--- src/rtl/aes_avalon_pkg.sv ---
// Shared constants and state type for the AES Avalon-MM register initiator.
// Addresses are word addresses into the AES slave's register map.
package aes_avalon_pkg;

  localparam logic [3:0] ADDR_KEY0  = 4'd0;
  localparam logic [3:0] ADDR_MSG0  = 4'd4;
  localparam logic [3:0] ADDR_DEC0  = 4'd8;
  localparam logic [3:0] ADDR_START = 4'd14;
  localparam logic [3:0] ADDR_DONE  = 4'd15;

  typedef enum logic [3:0] {
    IDLE,
    WR_KEY,
    WR_MSG,
    WR_START,
    GAP,
    POLL,
    RD_RES,
    WR_CLR,
    RESP
  } state_e;

endpackage

--- src/rtl/aes_avalon_master.sv ---
// Hardware replacement for the AES decrypt driver: writes key/ciphertext, starts, polls done,
// reads plaintext. Optional poll timeout is enabled with `define AES_AVALON_MASTER_TIMEOUT_EN.
module aes_avalon_master
  import aes_avalon_pkg::*;
#(
  parameter int POLL_GAP      = 4,
  parameter int TIMEOUT_POLLS = 4096
) (
  input  logic         CLK,
  input  logic         RESET,
  input  logic         REQ_VALID,
  output logic         REQ_READY,
  input  logic [127:0] REQ_KEY,
  input  logic [127:0] REQ_MSG_ENC,
  output logic         RES_VALID,
  input  logic         RES_READY,
  output logic [127:0] RES_MSG_DEC,
  output logic         RES_ERR,
  output logic         BUSY,
  output logic         AVL_READ,
  output logic         AVL_WRITE,
  output logic         AVL_CS,
  output logic [3:0]   AVL_BYTE_EN,
  output logic [3:0]   AVL_ADDR,
  output logic [31:0]  AVL_WRITEDATA,
  input  logic [31:0]  AVL_READDATA
);

  if (POLL_GAP < 0 || POLL_GAP > 65535 || TIMEOUT_POLLS < 1) begin : g_bad_param
    $error("aes_avalon_master: POLL_GAP must be 0..65535 and TIMEOUT_POLLS at least 1");
  end

  localparam logic [15:0] GAP_LAST = 16'(POLL_GAP - 1);

  state_e       state_q, state_d;
  logic [1:0]   beat_q, beat_d;
  logic [15:0]  gap_q, gap_d;
  logic [127:0] key_q, key_d;
  logic [127:0] msg_q, msg_d;
  logic [127:0] res_q, res_d;
`ifdef AES_AVALON_MASTER_TIMEOUT_EN
  localparam logic [31:0] POLL_LAST = 32'(TIMEOUT_POLLS - 1);
  logic [31:0]  poll_q, poll_d;
  logic         err_q, err_d;
`endif

  always_ff @(posedge CLK) begin
    if (RESET) begin
      state_q <= IDLE;
      beat_q  <= '0;
      gap_q   <= '0;
      key_q   <= '0;
      msg_q   <= '0;
      res_q   <= '0;
`ifdef AES_AVALON_MASTER_TIMEOUT_EN
      poll_q  <= '0;
      err_q   <= 1'b0;
`endif
    end else begin
      state_q <= state_d;
      beat_q  <= beat_d;
      gap_q   <= gap_d;
      key_q   <= key_d;
      msg_q   <= msg_d;
      res_q   <= res_d;
`ifdef AES_AVALON_MASTER_TIMEOUT_EN
      poll_q  <= poll_d;
      err_q   <= err_d;
`endif
    end
  end

  // Word w of a 128-bit operand sits at bits [(3-w)*32 +: 32]; {~beat, 5'd0} is that offset.
  always_comb begin
    state_d = state_q;
    beat_d  = beat_q;
    gap_d   = gap_q;
    key_d   = key_q;
    msg_d   = msg_q;
    res_d   = res_q;
`ifdef AES_AVALON_MASTER_TIMEOUT_EN
    poll_d  = poll_q;
    err_d   = err_q;
`endif
    case (state_q)
      IDLE: begin
        if (REQ_VALID) begin
          key_d   = REQ_KEY;
          msg_d   = REQ_MSG_ENC;
          res_d   = '0;
          beat_d  = '0;
          state_d = WR_KEY;
`ifdef AES_AVALON_MASTER_TIMEOUT_EN
          err_d   = 1'b0;
`endif
        end
      end
      WR_KEY: begin
        beat_d = beat_q + 2'd1;
        if (beat_q == 2'd3) state_d = WR_MSG;
      end
      WR_MSG: begin
        beat_d = beat_q + 2'd1;
        if (beat_q == 2'd3) state_d = WR_START;
      end
      WR_START: begin
        gap_d   = '0;
        state_d = (POLL_GAP == 0) ? POLL : GAP;
`ifdef AES_AVALON_MASTER_TIMEOUT_EN
        poll_d  = '0;
`endif
      end
      GAP: begin
        gap_d = gap_q + 16'd1;
        if (gap_q == GAP_LAST) state_d = POLL;
      end
      POLL: begin
        if (AVL_READDATA[0]) begin
          beat_d  = '0;
          state_d = RD_RES;
        end
`ifdef AES_AVALON_MASTER_TIMEOUT_EN
        else if (poll_q == POLL_LAST) begin
          err_d   = 1'b1;
          state_d = WR_CLR;
        end else begin
          poll_d = poll_q + 32'd1;
        end
`endif
      end
      RD_RES: begin
        res_d[{~beat_q, 5'd0} +: 32] = AVL_READDATA;
        beat_d = beat_q + 2'd1;
        if (beat_q == 2'd3) state_d = WR_CLR;
      end
      WR_CLR: state_d = RESP;
      RESP: begin
        if (RES_READY) state_d = IDLE;
      end
      default: state_d = IDLE;
    endcase
  end

  always_comb begin
    AVL_READ      = 1'b0;
    AVL_WRITE     = 1'b0;
    AVL_ADDR      = 4'd0;
    AVL_WRITEDATA = 32'd0;
    case (state_q)
      WR_KEY: begin
        AVL_WRITE     = 1'b1;
        AVL_ADDR      = ADDR_KEY0 + {2'b00, beat_q};
        AVL_WRITEDATA = key_q[{~beat_q, 5'd0} +: 32];
      end
      WR_MSG: begin
        AVL_WRITE     = 1'b1;
        AVL_ADDR      = ADDR_MSG0 + {2'b00, beat_q};
        AVL_WRITEDATA = msg_q[{~beat_q, 5'd0} +: 32];
      end
      WR_START: begin
        AVL_WRITE     = 1'b1;
        AVL_ADDR      = ADDR_START;
        AVL_WRITEDATA = 32'h1;
      end
      POLL: begin
        AVL_READ = 1'b1;
        AVL_ADDR = ADDR_DONE;
      end
      RD_RES: begin
        AVL_READ = 1'b1;
        AVL_ADDR = ADDR_DEC0 + {2'b00, beat_q};
      end
      WR_CLR: begin
        AVL_WRITE = 1'b1;
        AVL_ADDR  = ADDR_START;
      end
      default: ;
    endcase
    AVL_CS      = AVL_READ | AVL_WRITE;
    AVL_BYTE_EN = {4{AVL_READ | AVL_WRITE}};
    REQ_READY   = (state_q == IDLE);
    BUSY        = (state_q != IDLE);
    RES_VALID   = (state_q == RESP);
    RES_MSG_DEC = res_q;
`ifdef AES_AVALON_MASTER_TIMEOUT_EN
    RES_ERR     = err_q;
`else
    RES_ERR     = 1'b0;
`endif
  end

endmodule

--- config.mk ---
export PLATFORM = sky130hd
export DESIGN_NAME = aes_avalon_master
export DESIGN_NICKNAME = d
export VERILOG_FILES = /design/src/rtl/aes_avalon_pkg.sv /design/src/rtl/aes_avalon_master.sv
export SDC_FILE = /design/constraint.sdc
export NUM_CORES = 1
export LEC_CHECK = 0
export BUFFER_PORTS_ARGS = -buffer_cell sky130_fd_sc_hd__buf_4
export CAP_MARGIN = 20
export CORE_ASPECT_RATIO = 0.8
export CORE_MARGIN = 2
export CORE_UTILIZATION = 40
export CTS_BUF_LIST = sky130_fd_sc_hd__clkbuf_4
export CTS_CLUSTER_DIAMETER = 60
export DETAILED_ROUTE_END_ITERATION = 16
export GPL_ROUTABILITY_DRIVEN = 0
export PLACE_DENSITY_LB_ADDON = 0.25
export SETUP_SLACK_MARGIN = 0.05
export SYNTH_ARGS = -nofsm -noshare
export SYNTH_HDL_FRONTEND = slang
export SYNTH_SLANG_ARGS = --single-unit
--- constraint.sdc ---
create_clock -name CLK -period 2.4 [get_ports CLK]
set_input_delay 0.24 -clock CLK [delete_from_list [all_inputs] [get_ports CLK]]
set_output_delay 0.24 -clock CLK [all_outputs]
set_load 0.02 [all_outputs]
==> summary by stage <==
Detailed routing
Wires add up to 71,600 um. Once detail routing completed, the nets flagged for antenna violations numbered 0. The wire length per cell is 20.3 um.

In this run, the number of DRC markers left after iteration 0 of detailed routing was ~2.4k. Before antenna repair, the detailed router went through 6 iterations. After detailed routing, the number of remaining DRC violations is 0.

The routed layout has 19.0k vias. Using the TritonRoute via totals, the vias-per-cell ratio works out to ~5.4.

Timing
The slew at the pin with the worst max-slew slack is 1020 ps. In this run the tightest slew margin relative to its limit is roughly a third. The count of final max-slew check failures came to 0.

The routed design could run at a clock period as short as roughly 3200 ps. The portion of the clock cycle consumed by the worst path in the final layout is 133%. The final number of setup-violating endpoints is 34.

The fmax is 314 MHz. Setup repair after global routing could not meet its margin everywhere. On the final layout, the worst clock skew is 80.1 ps. Once routing completed, OpenROAD measured the worst setup slack at -788 ps. The count of final hold-check violations is 0.

Global route
The initial antenna violation count is 9. The wire length of the first global-routing pass is approximately 100,000 um. The total routing usage reported by global routing is 31.7%. The maximum number of pins on one net before global-route repair is slightly above 200. After global routing the overflow that remains totals 0. The via count of the first global-routing pass came to approximately 18k.

Setup path
The startpoint type of the worst setup path is a register. The worst setup path startpoint is state_q[1]. The critical path capture point type is a primary output.

For the worst setup path, the data arrival time is 2950 ps. The startpoint of the worst register-to-register path is state_q[0]. The category of the most critical setup path is register to primary output. The maximum fanout count along the critical path is 8. Data on the critical path is required at its endpoint by roughly 2200 ps.

Die
The number of placed I/O pins is 467. The die span in x is between 200 and 250 um. The region available for standard cell placement spans slightly above 40,000 um2. The initialized floorplan defines 66 standard-cell rows. In this run the vertical extent of the chip is approximately 180 um.

The die outline area is between 40,000 and 50,000 um2. The initial utilization of the core area, before any placement, comes to between 40% and 50%.

Run
Max-cap violations in this run came to 0.

Logic synthesis
The mean instance size in the synthesized netlist is 7.68 um2. After synthesis, the share of flip-flops with an asynchronous set or reset is 0%. Counting flops and latches in the post-synthesis netlist gives 406. The post-synthesis net count is about 2.4k. The most used flip-flop cell after synthesis is sky130_fd_sc_hd__dfxtp_1.

The synthesized design contains 0 enable-type register cells. Of the synthesized area, sequential elements account for 49.9%. The synthesis warning total is 0.

The synthesized netlist cell count is roughly 2.1k. The cell area after synthesis is 16,300 um2. After synthesis, the netlist uses 56 different library cells.

Clocking
For this design, the sink count on the clock tree is 406. The number of H-tree levels is 3. TritonCTS created around 100 clock buffers.

The root buffer cell chosen for the clock tree is sky130_fd_sc_hd__clkbuf_4. The maximum clock insertion buffer count is 3. The clock tree from TritonCTS is done.

Clock-pin slew was measured on the worst setup and hold paths at 70 ps. At the later pin of the worst-skew pair, clock insertion delay measures just under 900 ps.

Final layout
Leaving out fill and tap cells, the most frequent cells in the layout are 743 x sky130_fd_sc_hd__nand2_1, 470 x sky130_fd_sc_hd__buf_4, 403 x sky130_fd_sc_hd__dfxtp_1. The most common cell after layout, fill and taps aside is sky130_fd_sc_hd__nand2_1. The layout cell share with drive strength beyond 1 is between 20 and 30%. The area overhead of the layout relative to synthesis is 59.6%.

The post-route non-filler standard cell count is about 3.5k. The final design instance area without fill is roughly 26,000 um2. After the last flow step, the layout net total stands at between 3k and 4k.

Power and ir drop
The analysis attributes to cell leakage a power of roughly 0.011 uW. VDD sags by at most roughly 360 uV. Dividing total power by cell area gives a power density of between 500 and 600 nW/um2.

Placement
The placed standard-cell area is 20,600 um2. The total placed cells including tap cells is ~3k. The count of input and output buffers is 465. Prior to clock tree synthesis, the placed netlist has a worst setup slack of -2.43 ps. The detailed placement HPWL is 46,000 um.

Outcome
The run finished, with violations left. The checks that failed: negative setup slack.

Worst hold path
The origin of the worst min-delay path is REQ_MSG_ENC[19]. The path category of the worst min-delay check is input pin to register.
-- cell usage after synthesis (all sizes together), types with 2 or more instances --
cell type / number / area (um2)
nand4b: 3 / 26.3
ha: 6 / 75.1
o21a: 3 / 22.5
or2: 2 / 12.5
and2: 2 / 12.5
or4: 36 / 270
mux2: 3 / 33.8
nand4bb: 3 / 33.8
o2111ai: 2 / 17.5
nor2: 78 / 293
o41ai: 2 / 17.5
buf: 43 / 219
a22o: 64 / 561
nand4: 8 / 50.1
a22oi: 66 / 495
nor2b: 4 / 25.0
dfxtp: 406 / 8130
o21ai: 8 / 40.0
nor3: 7 / 35.0
nor4b: 4 / 50.1
or3: 3 / 18.8
or4b: 3 / 30.0
nor4bb: 2 / 20.0
clkbuf: 136 / 510
o211ai: 2 / 15.0
nand3b: 2 / 15.0
mux2i: 2 / 20.0
nand3: 7 / 35.0
inv: 4 / 15.0
nand2b: 3 / 18.8
o311ai: 2 / 17.5
nor4: 3 / 25.0
a211oi: 3 / 22.5
nand2: 777 / 2920
and3: 2 / 12.5
xor2: 2 / 17.5
a21oi: 402 / 2010
nor3b: 4 / 30.0
-- critical path: stages (launching register included) --
cell	delay [ps]
sky130_fd_sc_hd__dfxtp_4	390
sky130_fd_sc_hd__or4b_4	500
sky130_fd_sc_hd__buf_12	180
sky130_fd_sc_hd__clkbuf_16	190
sky130_fd_sc_hd__nand2_2	80
sky130_fd_sc_hd__a21oi_1	70
sky130_fd_sc_hd__or4_4	540
sky130_fd_sc_hd__buf_6	150
-- per-stage QoR --
stage	setup TNS (ps)	utilization, %	hold WS (ps)	total power [uW]
after floorplan	0	-	366	8220
after global placement	0	51.0	443	9110
after detailed placement	-2.43	51.0	447	9130
after CTS	-25260	62.6	79.4	15300
after global routing	-27700	64.3	85.1	16000
final	-23830	64.3	165	15400
-- timing repair --
| action | in CTS | in global routing |
|---|---|---|
| hold buffers | 293 | 0 |
| buffers inserted | 5 | 15 |
| pin swaps | 6 | 27 |
| gates resized for setup | 89 | 98 |
| cloned | 5 | 7 |
| endpoints found under the setup margin | 44 | 70 |
| hold endpoints to repair | 390 | 0 |
-- area by class of cell --
| class | instances | area [um2] |
|---|---|---|
| Inverter | 4 | 15.0 |
| Antenna cell | 11 | 27.5 |
| Clock inverter | 41 | 199 |
| Fill cell | 3319 | 14400 |
| Sequential cell | 406 | 8130 |
| Clock buffer | 137 | 1030 |
| Multi-Input combinational cell | 1532 | 8030 |
| Timing Repair Buffer | 848 | 7860 |
| Tap cell | 544 | 681 |
-- power by group --
part | leakage, uW | total, uW | internal [uW] | switching (uW)
Clock | 0.000731 | 5740 | 2770 | 2980
Combinational | 0.00650 | 2340 | 1150 | 1190
Sequential | 0.00331 | 7310 | 7040 | 267
-- cell families after synthesis --
logic type,synth area share [%]
multiplexers,0.469
other,0.0230
flip-flops,49.9
XOR/XNOR,0.108
buffers and inverters,4.57
AND/OR/NAND/NOR,24.3
AO/OA/AOI/OAI,20.1
adder cells (fa/ha/maj),0.461
-- state kept, by name (all words and copies together), names as in the netlist --
name and count:
RES_MSG_DEC 128, key_q 128, msg_q 128, gap_q 16, state_q 4, beat_q 2
-- layer usage --
layer	track usage, %	routed length [um]
met5	0	13
met3	9.99	8430
met4	11.7	2270
met2	44.6	30200
met1	44.9	30800
-- path summary, 6_finish.rpt --
check	cells past startpoint	end	slack, ps
setup / recovery	7	AVL_WRITEDATA[29]	-790
hold reg to reg	2	key_q[80]	460
hold / removal	4	msg_q[19]	160
setup reg to reg	10	key_q[82]	70
Note: power is estimated with default switching activity, not from simulation.
